### src/rtl/add_sub_pipe.sv
// add_sub_pipe: pipelined adder/subtractor with valid/ready handshake.
// Operands are cut into LANE-bit segments. Each stage adds one segment and
// registers the carry, so the carry chain per cycle is only LANE bits long.
// Subtraction is x + ~y + 1: y is inverted and carry-in = sign at acceptance.
// A single global stall (advance) freezes every stage at once.
module add_sub_pipe #(
    parameter int WIDTH = 32,
    parameter int LANE  = 8
) (
    input  logic             clk,
    input  logic             rst,
    input  logic             in_valid,
    output logic             in_ready,
    input  logic [WIDTH-1:0] x,
    input  logic [WIDTH-1:0] y,
    input  logic             sign,
    output logic             out_valid,
    input  logic             out_ready,
    output logic [WIDTH-1:0] z,
    output logic             carry,
    output logic             overflow
);
    localparam int STAGES = (LANE > 0) ? (WIDTH / LANE) : 1;

    if (LANE < 1 || LANE > WIDTH || (WIDTH % LANE) != 0) begin : g_bad_params
        $error("add_sub_pipe: WIDTH (%0d) must be a non-zero multiple of LANE (%0d)", WIDTH, LANE);
    end

    // Whole pipeline moves only when the output slot is empty or being drained.
    logic             advance;
    logic [WIDTH-1:0] b_inv;

    assign advance  = !out_valid || out_ready;
    assign in_ready = advance;
    assign b_inv    = y ^ {WIDTH{sign}};

    for (genvar gi = 0; gi < STAGES; gi++) begin : g_stage
        // SW: result bits already produced after this stage.
        // RW: operand bits still waiting to be added by later stages.
        localparam int SW = (gi + 1) * LANE;
        localparam int RW = WIDTH - SW;

        logic [LANE-1:0] a_seg;
        logic [LANE-1:0] b_seg;
        logic            c_in;
        logic            v_in;
        logic            sa_in;
        logic            sb_in;
        logic [LANE:0]   seg_sum;
        logic [SW-1:0]   s_next;

        logic [SW-1:0]   s_reg;
        logic            c_reg;
        logic            v_reg;
        logic            sa_reg;
        logic            sb_reg;

        if (gi == 0) begin : g_src
            // First stage takes its segment and the sign bits straight from the ports.
            assign a_seg  = x[LANE-1:0];
            assign b_seg  = b_inv[LANE-1:0];
            assign c_in   = sign;
            assign v_in   = in_valid;
            assign sa_in  = x[WIDTH-1];
            assign sb_in  = b_inv[WIDTH-1];
            assign s_next = seg_sum[LANE-1:0];
        end else begin : g_src
            // Later stages consume the lowest remaining segment carried by the previous stage.
            assign a_seg  = g_stage[gi-1].g_pass.a_reg[LANE-1:0];
            assign b_seg  = g_stage[gi-1].g_pass.b_reg[LANE-1:0];
            assign c_in   = g_stage[gi-1].c_reg;
            assign v_in   = g_stage[gi-1].v_reg;
            assign sa_in  = g_stage[gi-1].sa_reg;
            assign sb_in  = g_stage[gi-1].sb_reg;
            assign s_next = {seg_sum[LANE-1:0], g_stage[gi-1].s_reg};
        end

        assign seg_sum = {1'b0, a_seg} + {1'b0, b_seg} + {{LANE{1'b0}}, c_in};

        // Register this stage's partial sum, segment carry, valid and operand sign bits.
        always_ff @(posedge clk) begin
            if (rst) begin
                v_reg  <= 1'b0;
                c_reg  <= 1'b0;
                s_reg  <= '0;
                sa_reg <= 1'b0;
                sb_reg <= 1'b0;
            end else if (advance) begin
                v_reg  <= v_in;
                c_reg  <= seg_sum[LANE];
                s_reg  <= s_next;
                sa_reg <= sa_in;
                sb_reg <= sb_in;
            end
        end

        if (RW > 0) begin : g_pass
            // Upper operand segments not yet added travel alongside the partial sum.
            logic [RW-1:0] a_rest;
            logic [RW-1:0] b_rest;
            logic [RW-1:0] a_reg;
            logic [RW-1:0] b_reg;

            if (gi == 0) begin : g_rest
                assign a_rest = x[WIDTH-1:LANE];
                assign b_rest = b_inv[WIDTH-1:LANE];
            end else begin : g_rest
                assign a_rest = g_stage[gi-1].g_pass.a_reg[RW+LANE-1:LANE];
                assign b_rest = g_stage[gi-1].g_pass.b_reg[RW+LANE-1:LANE];
            end

            // Shift pending operand segments forward; qualified by v_reg downstream so no reset needed.
            always_ff @(posedge clk) begin
                if (advance) begin
                    a_reg <= a_rest;
                    b_reg <= b_rest;
                end
            end
        end
    end

    assign out_valid = g_stage[STAGES-1].v_reg;
    assign z         = g_stage[STAGES-1].s_reg;
    assign carry     = g_stage[STAGES-1].c_reg;
    // Same-sign operands producing a result of the other sign overflowed.
    assign overflow  = (g_stage[STAGES-1].sa_reg == g_stage[STAGES-1].sb_reg) &&
                       (z[WIDTH-1] != g_stage[STAGES-1].sa_reg);

endmodule

### config.mk
export PLATFORM = sky130hd
export DESIGN_NAME = add_sub_pipe
export DESIGN_NICKNAME = d
export VERILOG_FILES = /design/src/rtl/add_sub_pipe.sv
export SDC_FILE = /design/constraint.sdc
export NUM_CORES = 1
export LEC_CHECK = 0
export CAP_MARGIN = 30
export CORE_ASPECT_RATIO = 1.25
export CORE_MARGIN = 2
export CORE_UTILIZATION = 31
export CTS_CLUSTER_SIZE = 28
export DETAILED_ROUTE_END_ITERATION = 12
export RECOVER_POWER = 50
export SLEW_MARGIN = 20
export SYNTH_ARGS = -nofsm -noshare
export SYNTH_HDL_FRONTEND = slang
export SYNTH_SLANG_ARGS = --single-unit
### constraint.sdc
create_clock -name clk -period 7.1 [get_ports clk]
set_clock_uncertainty 0.2 [all_clocks]
set_input_delay 1.42 -clock clk [delete_from_list [all_inputs] [get_ports clk]]
set_output_delay 1.42 -clock clk [all_outputs]
set_load 0.05 [all_outputs]
Word-level counts from Yosys, hierarchy flattened:

Index checks and enable logic that the tools add are counted.

* $add $sub $neg: 8
* $mul: 0
* div/mod/pow operators: 0
* magnitude comparators: 0
* eq/ne operators: 2
* shift operators: 0
* mux-type cells: 0
* bitwise gates (word level): 1
* reductions and logical operators: 3

Operators with widths (count)
* $add A8 B8 Y9: 4
* $add A9 B1 Y9: 4
* $xor A32 B32 Y32: 1
* $eq A1 B1 Y1: 1
* $logic_and A1 B1 Y1: 1
* $logic_not A1 Y1: 1
* $logic_or A1 B1 Y1: 1
* $ne A1 B1 Y1: 1

* flip-flop bits (word level): 192
* bits in latches: 0
* RAM bits: 0
* ROM bits: 0
* output and inout bits: 36
* memories: 0

Logic depth before layout (Yosys ltp):

Gate-level depths: netlist of run 1.

* depth after elaboration: 3
* mapped depth: 9
* gate-level depth less buffers: 7

Worst setup path after synthesis of run 1:

OpenSTA, ideal clock, no wires.

* path type: in2out
* start point: input out_ready
* end point: output in_ready
* data arrival time: 5.012 ns
* data required time: 5.480 ns
* setup slack: 0.468 ns
* stages on the path: 5
* cells stage by stage: nor2b_1 -> buf_2 -> inv_1 -> buf_2 -> clkbuf_1

* cells in the longest elaborated chain, start to end: 1

Ends and longest elaborated chain
* start: declaration: RTL line 18 `input logic out_ready,`
* $logic_or A1 B1 Y1: RTL line 33 `assign advance = !out_valid || out_ready;`
* end: declaration: RTL line 13 `output logic in_ready,`

No other way between the ends.

Worst setup path after layout of run 1:

* start point: input out_ready
* end point: register g_stage[2].s_reg[23]

* cells in the longest elaborated chain, start to end: 1

Ends and longest elaborated chain
* $logic_or A1 B1 Y1: RTL line 33
* end signal: assignment: RTL line 91 `s_reg <= s_next;`
* end: declaration: RTL line 52 `logic [SW-1:0] s_reg;`

No other way between the ends.
A chain may end at the register's enable or synchronous reset.

==> results of run 1 <==
==> area by class of cell <==
class	count	area share [%]
sequential	192	49.0
multi-input combinational	470	28.7
timing repair buffer	112	11.4
clock buffer	17	4.34
tap	330	4.21
clock inverter	15	1.95
inverter	9	0.396
==> logic make-up after synthesis <==
family	Yosys count	share of synthesized area, %
XOR/XNOR	38	4.26
AND/OR/NAND/NOR	241	13.8
flip-flops	192	61.5
multiplexers	1	0.144
adder cells (fa/ha/maj)	35	6.28
buffers and inverters	49	2.48
AO/OA/AOI/OAI	155	11.5
==> worst reg2reg max path, delay by kind of cell (launching register included) <==
| kind | cells | cell delay (ns) |
|---|---|---|
| buffers and inverters | 4 | 3.17 |
| and+or+nand+nor | 4 | 0.68 |
| DFF | 1 | 0.31 |
==> metrics by stage <==
| stage | setup slack [ns] | hold WS (ns) | total power (uW) |
|---|---|---|---|
| after detailed placement | 2.26 | 0.205 | 1790 |
| after floorplan | 0.468 | 0.200 | 1630 |
| final | 1.55 | 0.217 | 2740 |
| after global placement | 2.27 | 0.203 | 1780 |
| after CTS | 2.26 | 0.218 | 2790 |
| after global routing | 1.18 | 0.225 | 2880 |
==> cells in the final DEF (no fill, tap or decap), types with 3 or more instances in the layout <==
master	Yosys	layout
nor3_1	10	10
a21o_1	7	7
nor2b_1	3	3
or3_1	10	10
clkdlybuf4s50_1	0	65
nand2_1	147	147
ha_1	28	28
o21ai_0	23	23
a21oi_1	90	90
dlygate4sd3_1	0	37
nand3_1	33	33
inv_8	0	4
a2111oi_0	4	4
xor2_1	34	34
inv_1	9	8
fa_1	7	7
nor2_1	14	14
inv_6	0	4
nor4_1	3	3
buf_4	0	4
a211oi_1	11	11
edfxtp_1	96	96
and3b_1	3	3
clkbuf_16	0	17
and3_1	7	7
a31oi_1	4	4
dfxtp_1	96	96
o2111ai_1	3	3
o21a_1	3	3
clkbuf_1	23	4
and4_1	3	3
nand3b_1	4	4
xnor2_1	4	4
==> worst paths after layout <==
kind	endpoint	slack [ns]	cells past startpoint
hold reg to reg	g_stage[1].g_pass.a_reg[8]$_DFFE_PP_	0.22	0
hold / removal	g_stage[1].g_pass.a_reg[8]$_DFFE_PP_	0.22	0
setup / recovery	g_stage[2].s_reg[23]$_SDFFE_PP0P_	1.55	9
setup reg to reg	g_stage[2].s_reg[23]$_SDFFE_PP0P_	2.67	8
==> cell usage after synthesis (8+ instances only) <==
cell and instances:
buf_1 9, xor2_1 34, or3_1 10, nand2_1 147, nand3_1 33, a211oi_1 11
dfxtp_1 96, clkbuf_1 23, nor3_1 10, o21ai_0 23, edfxtp_1 96, ha_1 28
inv_1 9, buf_2 8, a21oi_1 90, nor2_1 14
==> per-layer routing <==
metal	part of all wire (%)	up-vias	global-route usage, %
met5	0	-	0
met4	1.9	0	5.25
met3	4.2	18	3.02
met2	46	117	18.9
met1	48	2387	16.3
li1	-	2717	-
==> power breakdown <==
part	switching, uW	leakage, uW	internal [uW]
registers	53.6	0.00180	1280
clock network	445	0.000302	537
logic	248	0.00154	177
==> impl_metrics.toml, run 1 <==
[place]
post_dp_cell_area_mm2 = 0.00919
dp_hpwl_mm = 10.6
portBuffers = 104
place_inst = 1112
gp_congestion = 0.769

[routing]
vias = 5239
drc = 0
viasPerCell = 4.58
drt_pre_antenna_iters = 4
drt.antenna.violating_nets = 0
dr.first_iter.drc_count = 319
avgRoutedWirePerCell_um = 13.9
wl_mm = 15.9

[synth]
ys_ff_latch = 192
yosysUniqueCellTypes = 43
netlist_area_mm2 = 0.00781
synth_top_area_cell = "edfxtp_1"
ys_warn_count = 0
synthFlopType = "edfxtp_1"
synth_top_area_share_pct = 36.9
synth_nets = 815
ys_seq_area_share_pct = 61.5
synthArstFlopShare_pct = 0
synth_area_leaders = "edfxtp_1, dfxtp_1, nand2_1"
synth_edf_count = 96
avgSynthCellArea_um2 = 11.0
synth_cells = 711

[setup_path]
cp.required_ns = 7.27
cp-start-kind = "primary input"
crit_slowest_cell = "clkbuf_1"
max_stage_delay_ns = 1.89
cp-end-kind = "flop"
cp_max_fo = 57
critPathArrivalTime_ns = 5.72
reg2reg_from = "out_valid$_SDFFE_PP0P_"
crit_path_start = "out_ready"
cp_cell_sequence = "dlygate4sd3_1 -> nor2b_1 -> inv_6 -> clkbuf_1 -> buf_4 -> buf_16 -> nand3_1 -> or3_1 -> nand3_1"
path_delay_family = "buffers and inverters"
path_buf_inv = 5
cp_common_cell = "nand3_1"
worstSetupPathType = "primary input to flop"

[clock_network]
root_buffer = "clkbuf_16"
clkLatencyLatePin_ns = 0.43
tritoncts = "yes"
holdBufCountCts = 0
numCtsBuffers = 17
cts_max_level = 4
cts_max_path_buffers = 2
post-cts-setup-buffers = 0
clk_pin_slew_worst_paths_ns = 0.08
cts_resized = 0
cts_sinks = 192

[cells_and_area]
multi_input_area_mm2 = 0.00281
register_area_mm2 = 0.00480
fillers = 2458
fin_nets = 906
drive_above_1_share_pct = 5.03
fin_cells = 1145
area_growth_pct = 25.6
n_antenna_cell = 0
final_util_pct = 39.9
fin_area_mm2 = 0.00980

[grt]
grt_pass1_vias = 4950
grt_max_degree = 90
grt_first_pass_wirelength_mm = 25.6
globalRoute.totalOverflow = 0
antenna_found_initial = 0
grtUsageTotal_pct = 12.2

[pwr]
vdd_drop_max_mv = 0.151
power_density_mw_per_mm2 = 279
leakage_uw = 0.00365

[sta]
fmax_mhz = 180
final-setup-viol-count = 0
worst_pin_slew_ns = 2.61
finalHoldViolations = 0
fin_crit_ns = 5.55
timing.final.crit_share_pct = 78.1
rsz0062_at_grt = "no"
drv_slew = 99
slew_headroom_pct = -74.1
timing.setup.tns_ns = 0

[min_path]
worstHoldStart = "g_stage[0].g_pass.a_reg[16]$_DFFE_PP_"
worstHoldPathType = "flop to flop"

[floorplan]
dieArea_mm2 = 0.0265
num_rows = 64
ios = 105
dieWidth_um = 146
die_h_um = 181
fp.coreArea_mm2 = 0.0246
initial_core_util_pct = 31.8

[flow_run]
cap_violations = 2

[run_status]
violations = "max-capacitance violations, max-slew violations"
status = "finished with violations"
Note: power is estimated with default switching activity, not from simulation.
==> run 2: changes to the inputs <==
==> constraint.sdc (replaced) <==
create_clock -name clk -period 5.7 [get_ports clk]
set_clock_uncertainty 0.2 [all_clocks]
set_input_delay 1.14 -clock clk [delete_from_list [all_inputs] [get_ports clk]]
set_output_delay 1.14 -clock clk [all_outputs]
set_load 0.05 [all_outputs]
==> run 2 against run 1 <==
- the flow still finishes with violations (max-capacitance violations, max-slew violations)
- non-clock buffer count did not move
- sequential share of layout area rose by 0.11 points
- combinational power rose by 24%
- die area did not move
- largest power group unchanged
- clock power rose by 21%
- utilization fell by 0.087 points
- highest routed layer unchanged
- register-to-register slack got worse by 0.61 ns
- sequential cell count did not move
==> impl_metrics.toml, run 2 (synthesis gave the netlist of run 1 again) <==
[cells_and_area]
area_growth_pct = 25.3
drive_above_1_share_pct = 5.03
mostFrequentLayoutCells = "nand2_1, dfxtp_1, edfxtp_1"
n_antenna_cell = 0
fin_area_mm2 = 0.00978
fin_nets = 906
fin_cells = 1145
final_common_cell = "nand2_1"
fillers = 2440

[clock_network]
cts_resized = 0
cts_max_path_buffers = 2
cts_sinks = 192
post-cts-setup-buffers = 0
tritoncts = "yes"
numCtsBuffers = 17
holdBufCountCts = 0
root_buffer = "clkbuf_16"
clk_pin_slew_worst_paths_ns = 0.07
cts_max_level = 4
clkLatencyLatePin_ns = 0.44

[floorplan]
die_h_um = 181
num_rows = 64
dieArea_mm2 = 0.0265
initial_core_util_pct = 31.8
dieWidth_um = 146
ios = 105
fp.coreArea_mm2 = 0.0246

[setup_path]
cp_max_fo = 11
worstSetupPathType = "primary input to output port"
cp.required_ns = 4.36
cp-start-kind = "primary input"
critPathArrivalTime_ns = 3.25
cp-end-kind = "output port"

[grt]
antenna_found_initial = 0
grt_first_pass_wirelength_mm = 25.6
grt_pass1_vias = 4982
grtUsageTotal_pct = 12.2
grt_max_degree = 90
globalRoute.totalOverflow = 0

[sta]
rsz0062_at_grt = "no"
fin_crit_ns = 4.59
timing.final.crit_share_pct = 80.5
fmax_mhz = 218
drv_slew = 141
finalHoldViolations = 0
timing.final.ws_setup_ns = 1.11
final-setup-viol-count = 0
slew_headroom_pct = -115
timing.setup.tns_ns = 0
worst_pin_slew_ns = 3.22

[pwr]
vdd_drop_max_mv = 0.217
pwr-share-seq_pct = 49.1
pwr-share-clk_pct = 35.3
power_frac_comb_pct = 15.6
power_density_mw_per_mm2 = 345
leakage_uw = 0.00365
p_sw_uw = 923
switching_share_pct = 27.4
internal-power_uw = 2450

[run_status]
status = "finished with violations"
violations = "max-capacitance violations, max-slew violations"

[routing]
vias = 5292
wl_mm = 15.8
viasPerCell = 4.62
drt_pre_antenna_iters = 4
dr.first_iter.drc_count = 333
avgRoutedWirePerCell_um = 13.8
drc = 0
drt.antenna.violating_nets = 0

[place]
place_inst = 1111
pre_cts_slack_ns = 1.63
post_dp_cell_area_mm2 = 0.00919
dp_hpwl_mm = 10.5
gp_congestion = 0.739
portBuffers = 104

[flow_run]
cap_violations = 3

[min_path]
worstHoldPathType = "flop to flop"
[run 2: through the flow]
| step | hold slack, ns | total power (uW) | util, % |
|---|---|---|---|
| 2_1_floorplan | 0.200 | 2030 | - |
| 3_3_place_gp | 0.202 | 2210 | 37.2 |
| 3_5_place_dp | 0.205 | 2220 | 37.4 |
| 4_1_cts | 0.221 | 3420 | 39.8 |
| 5_1_grt | 0.220 | 3550 | 39.8 |
| 6_report | 0.218 | 3370 | 39.8 |
[run 2: area by class of cell]
cell class                      count  area (um2)  area share (%)
Clock buffer                       19         464            4.74
Multi-Input combinational cell    470        2810            28.7
Timing Repair Buffer              112        1130            11.5
Sequential cell                   192        4800            49.1
Inverter                            9        35.0           0.358
Clock inverter                     13         128            1.30
Tap cell                          330         413            4.22
[run 2: worst max-delay path, stage by stage]
cell             delay [ns]
dlygate4sd3_1          0.54
nor2b_1                0.20
clkinvlp_2             0.46
clkdlybuf4s50_1        0.90
[run 2: power by group through the flow]
stage / logic, uW / registers [uW] / clock network, uW
2_1_floorplan: 273 / 1750 / 0
5_1_grt: 584 / 1670 / 1290
6_report: 526 / 1660 / 1190
4_1_cts: 533 / 1660 / 1230
3_3_place_gp: 521 / 1690 / 0
3_5_place_dp: 530 / 1690 / 0
[run 2: per-layer routing]
layer	track usage [%]	wire length (um)	vias up	share of wire, %
met2	19.1	7280	104	46
met3	3.07	547	18	3.5
li1	-	-	2716	-
met5	0	0	-	0
met4	4.78	306	0	1.9
met1	16.3	7690	2454	49
[run 2: final timing paths]
| path | start | to | slack, ns | cells past startpoint |
|---|---|---|---|---|
| max | out_ready | in_ready | 1.11 | 4 |
| min | g_stage[0].g_pass.b_reg[22]$_DFFE_PP_ | g_stage[1].g_pass.b_reg[14]$_DFFE_PP_ | 0.22 | 0 |
| max reg2reg | out_valid$_SDFFE_PP0P_ | g_stage[2].s_reg[23]$_SDFFE_PP0P_ | 2.06 | 7 |
| min reg2reg | g_stage[0].g_pass.b_reg[22]$_DFFE_PP_ | g_stage[1].g_pass.b_reg[14]$_DFFE_PP_ | 0.22 | 0 |
==> run 3: changes to the inputs <==
==> constraint.sdc (replaced) <==
create_clock -name clk -period 4.2 [get_ports clk]
set_clock_uncertainty 0.2 [all_clocks]
set_input_delay 0.84 -clock clk [delete_from_list [all_inputs] [get_ports clk]]
set_output_delay 0.84 -clock clk [all_outputs]
set_load 0.05 [all_outputs]
==> run 3 against run 2 <==
- the flow still finishes with violations (max-capacitance violations, max-slew violations)
- via count down 1.9%
- worst hold slack better by 0.0018 ns
- clock power up 29%
- sequential share of layout area up 0.21 points
- sequential power up 36%
- critical endpoint unchanged
- cell count up 0.17%
==> impl_metrics.toml, run 3 (synthesis gave the netlist of run 1 again) <==
[run_status]
status = "finished with violations"
violations = "max-capacitance violations, max-slew violations"

[setup_path]
r2r_end = "carry$_SDFFE_PP0P_"
rr_worst_depth = 6
path_delay_family = "buffers and inverters"
worstSetupPathType = "primary input to output port"
crit_slowest_cell = "dlygate4sd3_1"
r2r_slack_ns = 1.66
max_stage_delay_ns = 0.53
cp.required_ns = 3.16
critPathArrivalTime_ns = 2.26
crit_path_start = "out_ready"
cp-end-kind = "output port"
path_buf_inv = 3
cp-start-kind = "primary input"
cp_cell_sequence = "dlygate4sd3_1 -> nor2b_1 -> inv_6 -> buf_4"
cp_max_fo = 58
reg2reg_from = "g_stage[2].g_pass.a_reg[0]$_DFFE_PP_"

[grt]
grtUsageTotal_pct = 12.1
grt_pass1_vias = 5088
globalRoute.totalOverflow = 0
antenna_found_initial = 1
grt_first_pass_wirelength_mm = 25.5
grt_max_degree = 62

[place]
place_inst = 1113
post_dp_cell_area_mm2 = 0.00917
portBuffers = 104
gp_congestion = 0.791
dp_hpwl_mm = 10.6

[routing]
viasPerCell = 4.53
wl_mm = 15.5
vias = 5192
dr.first_iter.drc_count = 263
drt_pre_antenna_iters = 4
avgRoutedWirePerCell_um = 13.5
drc = 0
drt.antenna.violating_nets = 0

[cells_and_area]
mostFrequentLayoutCells = "nand2_1, dfxtp_1, edfxtp_1"
fin_cells = 1147
drive_above_1_share_pct = 5.27
final_common_cell = "nand2_1"
area_growth_pct = 24.7
fin_nets = 907
fillers = 2428
final_util_pct = 39.6
fin_area_mm2 = 0.00974

[pwr]
p_sw_uw = 1250
switching_share_pct = 27.8
leakage_uw = 0.00361
internal-power_uw = 3250
vdd_drop_max_mv = 0.275
power_frac_comb_pct = 15.8
pwr-share-clk_pct = 34.1
pwr-share-seq_pct = 50.0
power_density_mw_per_mm2 = 462

[min_path]
worstHoldStart = "g_stage[0].g_pass.b_reg[8]$_DFFE_PP_"
whs_endpoint = "g_stage[1].g_pass.b_reg[0]$_DFFE_PP_"
worstHoldPathType = "flop to flop"
holdPathStages = 0

[clock_network]
numCtsBuffers = 17
cts_sinks = 192
cts_resized = 0
cts_max_level = 4
post-cts-setup-buffers = 0
tritoncts = "yes"
clk_pin_slew_worst_paths_ns = 0.07
root_buffer = "clkbuf_16"
holdBufCountCts = 0
clkLatencyLatePin_ns = 0.43
cts_max_path_buffers = 2

[floorplan]
fp.coreArea_mm2 = 0.0246
dieWidth_um = 146
ios = 105
dieArea_mm2 = 0.0265
die_h_um = 181
initial_core_util_pct = 31.8
num_rows = 64

[sta]
fmax_mhz = 303
fin_crit_ns = 3.30
rsz0062_at_grt = "no"
drv_slew = 22
timing.setup.tns_ns = 0
final-setup-viol-count = 0
worst_pin_slew_ns = 1.51
slew_headroom_pct = -0.741
finalHoldViolations = 0
timing.final.crit_share_pct = 78.6

[flow_run]
cap_violations = 1
## run 3: final cells by class
class	count	area (um2)	share of cell area (%)
sequential	192	4800	49.3
antenna	1	2.50	0.0257
clock inverter	15	140	1.44
inverter	9	38.8	0.398
multi-input combinational	470	2810	28.9
clock buffer	17	425	4.37
timing repair buffer	113	1110	11.4
tap	330	413	4.24
## run 3: per-layer routing
| metal | vias to the layer above | GRT usage (%) | wire length, um |
|---|---|---|---|
| met3 | 18 | 3.29 | 718 |
| met5 | - | 0 | 0 |
| li1 | 2719 | - | - |
| met2 | 97 | 19.3 | 7290 |
| met1 | 2358 | 15.4 | 7190 |
| met4 | 0 | 5.29 | 332 |
## run 3: worst max path at each step
stage,endpoint,depth (start not counted)
finish,in_ready,4
global route,g_stage[0].s_reg[7]$_SDFFE_PP0P_,7
CTS,in_ready,4
detailed placement,g_stage[0].s_reg[7]$_SDFFE_PP0P_,7
global placement,g_stage[0].s_reg[7]$_SDFFE_PP0P_,7
floorplan,in_ready,5
## run 3: stage by stage
stage	worst slack, ns	hold WS [ns]	power, uW
after floorplan	0.393	0.200	2750
after global placement	0.968	0.202	3000
after detailed placement	0.934	0.205	3010
after CTS	1.06	0.221	4560
after global routing	0.671	0.225	4730
final	0.898	0.220	4500
## run 3: power groups by stage
stage / logic (uW) / registers [uW] / clock network, uW
after floorplan: 371 / 2380 / 0
after global routing: 792 / 2270 / 1660
after detailed placement: 719 / 2290 / 0
after global placement: 711 / 2290 / 0
after CTS: 722 / 2250 / 1590
final: 712 / 2250 / 1540
## run 3: worst reg2reg max path, delay by kind of cell (launching register included)
family                   cells  cell delay, ns
AND/OR/NAND/NOR              1            0.19
AO/OA/AOI/OAI                3            0.80
flip-flops                   1            0.39
adder cells (fa/ha/maj)      2            0.87
